===== config.mk =====
export PLATFORM = sky130hd
export DESIGN_NAME = axi_write_responder
export DESIGN_NICKNAME = d
export VERILOG_FILES = /design/src/rtl/axi_pkg.sv /design/src/rtl/axi_wr_addr_gen.sv /design/src/rtl/axi_write_responder.sv
export SDC_FILE = /design/constraint.sdc
export NUM_CORES = 1
export LEC_CHECK = 0
export CORE_MARGIN = 2
export CORE_UTILIZATION = 35
export CTS_CLUSTER_SIZE = 30
export DETAILED_ROUTE_END_ITERATION = 10
export GPL_TIMING_DRIVEN = 0
export HOLD_SLACK_MARGIN = 0.15
export PLACE_DENSITY_LB_ADDON = 0.08
export SLEW_MARGIN = 20
export SYNTH_ARGS = -nofsm -noshare
export SYNTH_HDL_FRONTEND = slang
export SYNTH_SLANG_ARGS = --single-unit

===== constraint.sdc =====
create_clock -name clk -period 3 [get_ports clk]
set_clock_uncertainty 0.15 [all_clocks]
set_input_delay 0.6 -clock clk [delete_from_list [all_inputs] [get_ports clk]]
set_output_delay 0.6 -clock clk [all_outputs]
set_load 0.01 [all_outputs]

===== src/rtl/axi_pkg.sv =====
// Shared AXI write-path constants and the byte-lane table used by both
// the master-side byte-enable generator and this responder.
package axi_pkg;

    typedef enum logic [1:0] {
        BURST_FIXED = 2'b00,
        BURST_INCR  = 2'b01,
        BURST_WRAP  = 2'b10,
        BURST_RSVD  = 2'b11
    } burst_e;

    localparam logic [1:0] RESP_OKAY   = 2'b00;
    localparam logic [1:0] RESP_SLVERR = 2'b10;

    localparam int ADDR_W = 12;
    localparam int DATA_W = 64;
    localparam int STRB_W = 8;

    // Lanes from the byte offset up to the next (1<<size)-aligned boundary;
    // sizes above 3 cover the rest of the 8-byte word.
    function automatic logic [7:0] lane_mask(input logic [2:0] offset, input logic [2:0] size);
        logic [2:0] last;
        logic [7:0] mask;
        if (size >= 3'd3) begin
            last = 3'd7;
        end else begin
            last = offset | ((3'd1 << size) - 3'd1);
        end
        mask = '0;
        for (int b = 0; b < 8; b++) begin
            mask[b] = (3'(b) >= offset) && (3'(b) <= last);
        end
        return mask;
    endfunction

endpackage


===== src/rtl/axi_wr_addr_gen.sv =====
// Combinational next-beat address for FIXED, INCR and WRAP bursts inside
// the 4KB window.
module axi_wr_addr_gen
    import axi_pkg::*;
(
    input  logic [ADDR_W-1:0] addr,
    input  logic [7:0]        len,
    input  logic [2:0]        size,
    input  logic [1:0]        burst,
    output logic [ADDR_W-1:0] next_addr
);

    logic [ADDR_W-1:0] beat_bytes;
    logic [ADDR_W-1:0] aligned;
    logic [ADDR_W-1:0] incr_addr;
    logic [ADDR_W-1:0] wrap_mask;

    // WRAP keeps the upper bits of the (len+1)<<size block and lets only the
    // low bits advance, which is why the start need not be block aligned.
    always_comb begin
        beat_bytes = ADDR_W'(1) << size;
        aligned    = addr & ~(beat_bytes - ADDR_W'(1));
        incr_addr  = aligned + beat_bytes;
        wrap_mask  = ((ADDR_W'(len) + ADDR_W'(1)) << size) - ADDR_W'(1);
        case (burst)
            BURST_FIXED: next_addr = addr;
            BURST_INCR:  next_addr = incr_addr;
            BURST_WRAP:  next_addr = (addr & ~wrap_mask) | (incr_addr & wrap_mask);
            default:     next_addr = addr;
        endcase
    end

endmodule


===== src/rtl/axi_write_responder.sv =====
// Slave-side AXI write responder: one burst at a time, byte-masked SRAM
// writes, and a single B response per burst.
module axi_write_responder
    import axi_pkg::*;
#(
    parameter int ID_W = 4
) (
    input  logic              clk,
    input  logic              rst,
    input  logic [ID_W-1:0]   awid,
    input  logic [ADDR_W-1:0] awaddr,
    input  logic [7:0]        awlen,
    input  logic [2:0]        awsize,
    input  logic [1:0]        awburst,
    input  logic              awvalid,
    output logic              awready,
    input  logic [DATA_W-1:0] wdata,
    input  logic [STRB_W-1:0] wstrb,
    input  logic              wlast,
    input  logic              wvalid,
    output logic              wready,
    output logic [ID_W-1:0]   bid,
    output logic [1:0]        bresp,
    output logic              bvalid,
    input  logic              bready,
    output logic              mem_we,
    output logic [8:0]        mem_addr,
    output logic [DATA_W-1:0] mem_wdata,
    output logic [STRB_W-1:0] mem_be
);

    typedef enum logic [1:0] {
        ST_IDLE = 2'd0,
        ST_DATA = 2'd1,
        ST_RESP = 2'd2
    } state_e;

    state_e            state;
    logic [ID_W-1:0]   id_q;
    logic [ADDR_W-1:0] addr_q;
    logic [7:0]        len_q;
    logic [2:0]        size_q;
    logic [1:0]        burst_q;
    logic [7:0]        count;
    logic              err;
    logic              suppress;

    logic [ADDR_W-1:0] next_addr;
    logic [STRB_W-1:0] lanes;
    logic [STRB_W-1:0] beat_be;
    logic              last_beat;
    logic              err_next;
    logic              aw_illegal;

    axi_wr_addr_gen u_addr_gen (
        .addr      (addr_q),
        .len       (len_q),
        .size      (size_q),
        .burst     (burst_q),
        .next_addr (next_addr)
    );

    // Illegal bursts still consume their W beats so the master never stalls.
    always_comb begin
        aw_illegal = (awsize > 3'd3) || (awburst == BURST_RSVD) ||
                     ((awburst == BURST_WRAP) &&
                      !((awlen == 8'd1) || (awlen == 8'd3) || (awlen == 8'd7) || (awlen == 8'd15)));
        lanes     = lane_mask(addr_q[2:0], size_q);
        beat_be   = wstrb & lanes;
        last_beat = (count == len_q);
        err_next  = err || (|(wstrb & ~lanes)) || (wlast != last_beat);
    end

    // WLAST is only checked; the beat count alone terminates the burst.
    always_ff @(posedge clk) begin
        if (rst) begin
            state     <= ST_IDLE;
            awready   <= 1'b0;
            wready    <= 1'b0;
            bvalid    <= 1'b0;
            bid       <= '0;
            bresp     <= RESP_OKAY;
            mem_we    <= 1'b0;
            mem_addr  <= '0;
            mem_wdata <= '0;
            mem_be    <= '0;
            id_q      <= '0;
            addr_q    <= '0;
            len_q     <= '0;
            size_q    <= '0;
            burst_q   <= '0;
            count     <= '0;
            err       <= 1'b0;
            suppress  <= 1'b0;
        end else begin
            mem_we <= 1'b0;
            case (state)
                ST_IDLE: begin
                    if (awready && awvalid) begin
                        id_q     <= awid;
                        addr_q   <= awaddr;
                        len_q    <= awlen;
                        size_q   <= awsize;
                        burst_q  <= awburst;
                        count    <= '0;
                        err      <= aw_illegal;
                        suppress <= aw_illegal;
                        awready  <= 1'b0;
                        wready   <= 1'b1;
                        state    <= ST_DATA;
                    end else begin
                        awready <= 1'b1;
                    end
                end
                ST_DATA: begin
                    if (wvalid && wready) begin
                        mem_be    <= beat_be;
                        mem_we    <= (|beat_be) && !suppress;
                        mem_addr  <= addr_q[11:3];
                        mem_wdata <= wdata;
                        addr_q    <= next_addr;
                        count     <= count + 8'd1;
                        err       <= err_next;
                        if (last_beat) begin
                            wready <= 1'b0;
                            bvalid <= 1'b1;
                            bid    <= id_q;
                            bresp  <= err_next ? RESP_SLVERR : RESP_OKAY;
                            state  <= ST_RESP;
                        end
                    end
                end
                ST_RESP: begin
                    if (bready) begin
                        bvalid  <= 1'b0;
                        awready <= 1'b1;
                        state   <= ST_IDLE;
                    end
                end
                default: begin
                    state <= ST_IDLE;
                end
            endcase
        end
    end

endmodule

==> metrics.md, run 1 <==
| Metric | Value |
|---|---|
| Hold WS | 302 ps |
| Kind of capture point of the worst setup path | flip-flop |
| TNS Setup | 0 ps |
| Netlist cell types | 85 |
| Cell with the most instances after synthesis | sky130_fd_sc_hd__nand2_1 |
| Final instance count without filler cells | 1448 |
| P per Cell Area | about 480 nW/um^2 |
| Number of instances in the synthesized netlist | between 900 and 1k |
| Area delta synth->final | 53.7% |
| Final ANT Viol Nets | 0 |
| Residual DRC count | 0 |
| Sequential-to-total area share from yosys stat | 0.383 |
| Largest net degree at the start of global routing | 17 |
| Starting density of the core | 0.354 |
| Final hold violation count | 0 |
| Routed met2 length | roughly 11000 um |
| Die height | around 140 um |
| Peak supply drop | roughly 0.00043 V |
| Met3 Routed Length | around 1700 um |
| Most used DFF post-synth | sky130_fd_sc_hd__dfxtp_1 |
| Via density per instance | 5.13 |
| Finished Core Util | 0.545 |
| Share of layout cells above drive strength 1 | 0.147 |
| Core Area | between 15000 and 20000 sq um |
| Total number of H-tree levels | 4 |
| Total congestion overflow | 0 |
| Number of warning messages in the yosys log | 0 |
| Cell area after synthesis | about 6900 sq um |
| Synthesized netlist net count | 1030 |
| Max-cap violation count | 0 |
| Crit share post-route | 0.995 |
| CP Max Fanout | 6 |
| Site Rows | 51 |
| Number of failing setup endpoints in the final timing report | 0 |
| Number of synthesized register bits | between 100 and 150 |
| CTS tree | done |
| Required @ worst endpoint | about 3100 ps |
| Worst Setup Path Type | reg -> reg |
| I/O Pins | just under 200 |
| Die area | roughly 21000 sq um |
| Number of port buffers | 196 |
| Placer's final routability congestion estimate | 0.891 |
| Post-synth top cells | sky130_fd_sc_hd__nand2_1 (239), sky130_fd_sc_hd__a21oi_1 (136), sky130_fd_sc_hd__dfxtp_1 (131), sky130_fd_sc_hd__nor2_1 (67), sky130_fd_sc_hd__clkbuf_1 (41) |
| M1 WL | between 10000 and 15000 um |
| Initial antenna violation count | 0 |
| Number of enable-type register cells in the synthesized netlist | 0 |
| Placed insts | roughly 1.4k |
| Total CTS buffers | 17 |
| Detailed placement HPWL | 17700 um |
| Share of the synthesized area in the top cell type | 0.383 |
| Async S/R FF share, synth | 0 |
| Dominant cells by area after synthesis | sky130_fd_sc_hd__dfxtp_1 (38%), sky130_fd_sc_hd__nand2_1 (13%), sky130_fd_sc_hd__a21oi_1 (9.9%), sky130_fd_sc_hd__nor2_1 (3.7%), sky130_fd_sc_hd__xnor2_1 (2.4%) |
| Detailed-route wire length per cell | about 17 um |
| Outcome | finished clean |
| Post-route minimum period | ~3000 ps |
| Synth area leader | sky130_fd_sc_hd__dfxtp_1 |
| Hold Path Class | reg -> reg |
| Type of origin of the critical path | flip-flop |
| Detailed-route wire length | 24600 um |
| Worst-skew pair later-pin latency | between 400 and 500 ps |
| Worst max-slew margin expressed relative to the limit | 0.500 |
| Via count of the first global-routing pass | 6842 |
| CP arrival | 3120 ps |
| WHS Path Cells | 2 |
| Highest routing layer actually used | met4 |
| Actual slew at the worst max-slew pin | around 750 ps |
| Per-instance average area after synthesis | between 7 and 8 sq um |
| Vias after detailed routing | between 7k and 8k |
| First-iteration detailed-routing DRC count | approximately 500 |
| Static power due to leakage | approximately 0.0037 uW |
| Path depth of the worst reg2reg path | 14 |
| First-pass detailed-route iteration total | 5 |
| Clk Tree Root Cell | sky130_fd_sc_hd__clkbuf_16 |
| Max Root-Sink Buffers | 2 |
| All-Layer GR Usage | 0.235 |
| Clock-pin slew on the worst setup and hold paths | approximately 70 ps |
| Maximum clock rate | 335 MHz |
| Width of the die | 144 um |
| Total number of nets in the final design | 1281 |
| RSZ-0062 raised after global routing | yes |
| Clk sink count | 131 |
| Wire length of the first global-routing pass | roughly 38000 um |
| Slew Viols, Final | 0 |
## through the flow
stage | setup slack, ps | power [uW] | area [sq um]
CTS | -66.2 | 5010 | 10200
global placement | -783 | 2620 | 9180
global route | -115 | 5260 | 10500
finish | 14.9 | 5060 | 10500
floorplan | 26.2 | 2300 | 6880
detailed placement | -732 | 2620 | 9180
## area by class of cell
| type | count | area, sq um |
|---|---|---|
| fillers | 1868 | 8800 |
| flip-flops and latches | 131 | 2640 |
| clock buffers | 19 | 453 |
| well taps | 265 | 332 |
| repair buffers | 234 | 2280 |
| diodes | 1 | 2.50 |
| plain buffers | 68 | 460 |
| clock inverters | 13 | 195 |
| inverters | 14 | 52.6 |
| multi-input cells | 703 | 4120 |
## cell usage in the layout (no fill, tap or decap), types with 5 or more instances in the layout
| cell | n |
|---|---|
| sky130_fd_sc_hd__a21oi_1 | 131 |
| sky130_fd_sc_hd__a21oi_2 | 5 |
| sky130_fd_sc_hd__and3_1 | 6 |
| sky130_fd_sc_hd__buf_4 | 39 |
| sky130_fd_sc_hd__buf_6 | 8 |
| sky130_fd_sc_hd__buf_8 | 6 |
| sky130_fd_sc_hd__clkbuf_1 | 36 |
| sky130_fd_sc_hd__clkbuf_16 | 19 |
| sky130_fd_sc_hd__clkdlybuf4s50_1 | 196 |
| sky130_fd_sc_hd__dfxtp_1 | 127 |
| sky130_fd_sc_hd__inv_1 | 11 |
| sky130_fd_sc_hd__mux2i_1 | 10 |
| sky130_fd_sc_hd__nand2_1 | 236 |
| sky130_fd_sc_hd__nand2b_1 | 8 |
| sky130_fd_sc_hd__nand3_1 | 19 |
| sky130_fd_sc_hd__nand4_1 | 9 |
| sky130_fd_sc_hd__nor2_1 | 63 |
| sky130_fd_sc_hd__nor2b_1 | 6 |
| sky130_fd_sc_hd__nor3_1 | 11 |
| sky130_fd_sc_hd__nor3b_1 | 5 |
| sky130_fd_sc_hd__o211ai_1 | 7 |
| sky130_fd_sc_hd__o21ai_0 | 20 |
| sky130_fd_sc_hd__o21ai_1 | 6 |
| sky130_fd_sc_hd__or3_1 | 5 |
| sky130_fd_sc_hd__xnor2_1 | 18 |
| sky130_fd_sc_hd__xor2_1 | 8 |
## sequential cells by signal, summed over array words and instances, names as in the netlist, named ones only
register / flops
mem_addr: 9
awready: 1
wready: 1
len_q: 8
mem_wdata: 64
err: 1
size_q: 3
suppress: 1
bvalid: 1
burst_q: 2
id_q: 4
count: 8
bid: 4
state: 2
mem_be: 8
mem_we: 1
bresp: 1
## path summary, 6_finish.rpt
check                      from       endpoint  slack [ps]
setup / recovery      size_q[1]            err          10
hold / removal    mem_wdata[37]  mem_wdata[37]         300
setup reg to reg      size_q[1]            err          10
hold reg to reg   mem_wdata[37]  mem_wdata[37]         300
## logic make-up (layout without fill, tap and decap cells)
logic type                 count (synthesis)  in the layout  share of synthesized area
AOI/OAI and AO/OA                        243            243                      0.216
and+or+nand+nor                          413            413                      0.271
muxes                                     11             11                     0.0161
DFF                                      131            131                      0.383
buffers and inverters                     84            348                     0.0637
adders and majority gates                  5              5                    0.00913
other                                      1              2                   0.000547
xor gates and xnor gates                  30             30                     0.0405
## metal layers
layer	vias up	track usage
li1	3675	-
met5	-	0
met3	34	0.0573
met4	0	0.0831
met2	262	0.364
met1	3456	0.318
## worst max-delay path: stages, from the launching register on
cell                        delay [ps]
sky130_fd_sc_hd__dfxtp_4           360
sky130_fd_sc_hd__buf_8             130
sky130_fd_sc_hd__nor3_4            260
sky130_fd_sc_hd__inv_2              80
sky130_fd_sc_hd__ha_4              170
sky130_fd_sc_hd__and3b_2           220
sky130_fd_sc_hd__o21ai_4           210
sky130_fd_sc_hd__buf_6             140
sky130_fd_sc_hd__o21ai_4            50
sky130_fd_sc_hd__o21ai_2           160
sky130_fd_sc_hd__o21ai_2            90
sky130_fd_sc_hd__a2111oi_4         320
sky130_fd_sc_hd__nand4_1           220
sky130_fd_sc_hd__o211ai_1          210
sky130_fd_sc_hd__a21oi_1            80
## repair_timing
action / CTS / global route
resized for setup: 54 / 55
pin swaps: 15 / 30
setup buffers: 11 / 26
hold buffers: 0 / 0
setup endpoints to repair: 16 / 12
cloned: 0 / 1
endpoints found under the hold margin: 0 / 0
## power breakdown
group          internal [uW]  switching, uW  total [uW]
registers               1780           40.3        1820
logic                    434            493         927
clock network           1450            867        2320
total                   3660           1400        5060
No activity file was read; power rests on OpenSTA's default activity.
==> inputs of run 2 (changes only) <==
CAP_MARGIN = 20   (was unset)
SKIP_CTS_REPAIR_TIMING = 1   (was unset)
clock period = 3.7 ns   (was 3 ns; I/O delays follow)
==> metrics.md, run 2 (synthesized netlist as in run 1, its figures left out) <==
| Metric | Value |
|---|---|
| Outcome | finished clean (unchanged) |
| Total number of H-tree levels | 4 (unchanged) |
| Via count of the first global-routing pass | 6579 (was 6842) |
| Top flop regs | mem_wdata (64), mem_addr (9) (unchanged) |
| Width of the die | 144 um (unchanged) |
| Clk sink count | 131 (unchanged) |
| Crit share post-route | 0.947 (was 0.995) |
| First-pass detailed-route iteration total | 5 (unchanged) |
| Number of port buffers | 196 (unchanged) |
| Placed insts | 1379 (unchanged) |
| Site Rows | 51 (unchanged) |
| Starting density of the core | 0.354 (unchanged) |
| Peak supply drop | 0.000305 V (was 0.000433 V) |
| Origin of the worst setup path | size_q[2] (was size_q[1]) |
| Static power due to leakage | 0.00338 uW (was 0.00366 uW) |
| Detailed-route wire length per cell | 16.8 um (was 17.0 um) |
| Share of layout cells above drive strength 1 | 0.0828 (was 0.147) |
| Placer's final routability congestion estimate | 0.889 (was 0.891) |
| Most frequent cells in the layout | sky130_fd_sc_hd__nand2_1 (239), sky130_fd_sc_hd__clkdlybuf4s50_1 (196), sky130_fd_sc_hd__a21oi_1 (135) (was sky130_fd_sc_hd__nand2_1 (236), sky130_fd_sc_hd__clkdlybuf4s50_1 (196), sky130_fd_sc_hd__a21oi_1 (131)) |
| Final instance count without filler cells | 1414 (was 1448) |
| Final hold violation count | 0 (unchanged) |
| Hold worst-path end | mem_we (was mem_wdata[37]) |
| CP arrival | 3630 ps (was 3120 ps) |
| Most common library cell in the layout ignoring fill and taps | sky130_fd_sc_hd__nand2_1 (unchanged) |
| Required @ worst endpoint | 3820 ps (was 3140 ps) |
| Vias after detailed routing | 7147 (was 7427) |
| End of the worst register-to-register path | err (unchanged) |
| Post-route minimum period | 3500 ps (was 2990 ps) |
| Largest net degree at the start of global routing | 17 (unchanged) |
| Max FFs per register | 64 (unchanged) |
| Total CTS buffers | 17 (unchanged) |
| Clock-pin slew on the worst setup and hold paths | 60 ps (was 70 ps) |
| Detailed-route wire length | 23800 um (was 24600 um) |
| Die height | 144 um (unchanged) |
| WHS Path Cells | 1 (was 2) |
| P per Cell Area | 383 nW/um^2 (was 481 nW/um^2) |
| Total congestion overflow | 0 (unchanged) |
| RSZ-0062 raised after global routing | no (was yes) |
| Initial antenna violation count | 0 (unchanged) |
| Reg with most FFs | mem_wdata (unchanged) |
| Post-route total power | 3750 uW (was 5060 uW) |
| All-Layer GR Usage | 0.227 (was 0.235) |
| Detailed placement HPWL | 17800 um (was 17700 um) |
| Minimum setup slack among reg-to-reg paths | 200 ps (was 10 ps) |
| Worst max-slew margin expressed relative to the limit | 0.306 (was 0.500) |
| Residual DRC count | 0 (unchanged) |
| Actual slew at the worst max-slew pin | 1040 ps (was 746 ps) |
| Clk Tree Root Cell | sky130_fd_sc_hd__clkbuf_16 (unchanged) |
| Area delta synth->final | 43.1% (was 53.7%) |
| Max-cap violation count | 0 (unchanged) |
| First-iteration detailed-routing DRC count | 393 (was 498) |
| Number of failing setup endpoints in the final timing report | 0 (unchanged) |
| Slew Viols, Final | 0 (unchanged) |
| Path depth of the worst reg2reg path | 13 (was 14) |
| Startpoint of the worst hold path | suppress (was mem_wdata[37]) |
| Core Area | 19300 sq um (unchanged) |
| CTS tree | done (unchanged) |
| Die area | 20700 sq um (unchanged) |
| Type of origin of the critical path | flip-flop (unchanged) |
| Maximum clock rate | 286 MHz (was 335 MHz) |
| Total number of nets in the final design | 1247 (was 1281) |
| Finished Core Util | 0.507 (was 0.545) |
| Final ANT Viol Nets | 0 (unchanged) |
| Max Root-Sink Buffers | 2 (unchanged) |
| Worst-skew pair later-pin latency | 420 ps (was 430 ps) |
| I/O Pins | 198 (unchanged) |
| Critical register-to-register path startpoint | size_q[2] (was size_q[1]) |
| Kind of capture point of the worst setup path | flip-flop (unchanged) |
| Wire length of the first global-routing pass | 36000 um (was 37600 um) |
| Hold Path Class | reg -> reg (unchanged) |
| Worst Setup Path Type | reg -> reg (unchanged) |
| CP Max Fanout | 10 (was 6) |
| Via density per instance | 5.05 (was 5.13) |
run 2: worst max-delay path, stage by stage (launching register included):
cell and delay [ps]:
sky130_fd_sc_hd__dfxtp_1 330, sky130_fd_sc_hd__buf_4 170, sky130_fd_sc_hd__nor2_1 550, sky130_fd_sc_hd__nand2_1 130, sky130_fd_sc_hd__ha_2 240, sky130_fd_sc_hd__and3b_1 210
sky130_fd_sc_hd__o21ai_4 220, sky130_fd_sc_hd__nor2_1 80, sky130_fd_sc_hd__a211oi_2 200, sky130_fd_sc_hd__o22ai_1 140, sky130_fd_sc_hd__a2111oi_2 380, sky130_fd_sc_hd__nand4_1 240
sky130_fd_sc_hd__o211ai_1 230, sky130_fd_sc_hd__a21oi_1 80
run 2: where the power goes:
group	internal, uW	switching [uW]	total [uW]
logic	294	357	651
clock network	935	691	1630
registers	1440	29.9	1470
run 2: layout make-up:
class | instances | area [sq um]
fillers | 1932 | 9530
clock buffers | 18 | 429
multi-input cells | 703 | 3850
plain buffers | 70 | 403
well taps | 265 | 332
flip-flops and latches | 131 | 2620
diodes | 1 | 2.50
clock inverters | 14 | 131
repair buffers | 198 | 1980
inverters | 14 | 52.6
run 2: how the worst max path moves through the flow:
stage / end / slack (ps)
3_3_place_gp: err / -500
6_report: err / 200
4_1_cts: err / -550
3_5_place_dp: err / -520
5_1_grt: err / 30
2_1_floorplan: err / 370
run 2: per-stage QoR:
step / setup TNS (ps) / worst slack, ps / hold WS, ps / area, sq um
final: 0 / 198 / 282 / 9800
after global routing: 0 / 33.8 / 308 / 9800
after CTS: -2460 / -549 / 288 / 9710
after detailed placement: -2330 / -524 / 277 / 9150
after global placement: -2350 / -503 / 272 / 9150
after floorplan: 0 / 374 / 252 / 6850
run 2: metal layers:
metal | GRT usage | share of wire
met4 | 0.0655 | 0.015
met2 | 0.354 | 0.45
met3 | 0.0676 | 0.073
met5 | 0 | 0
met1 | 0.303 | 0.46
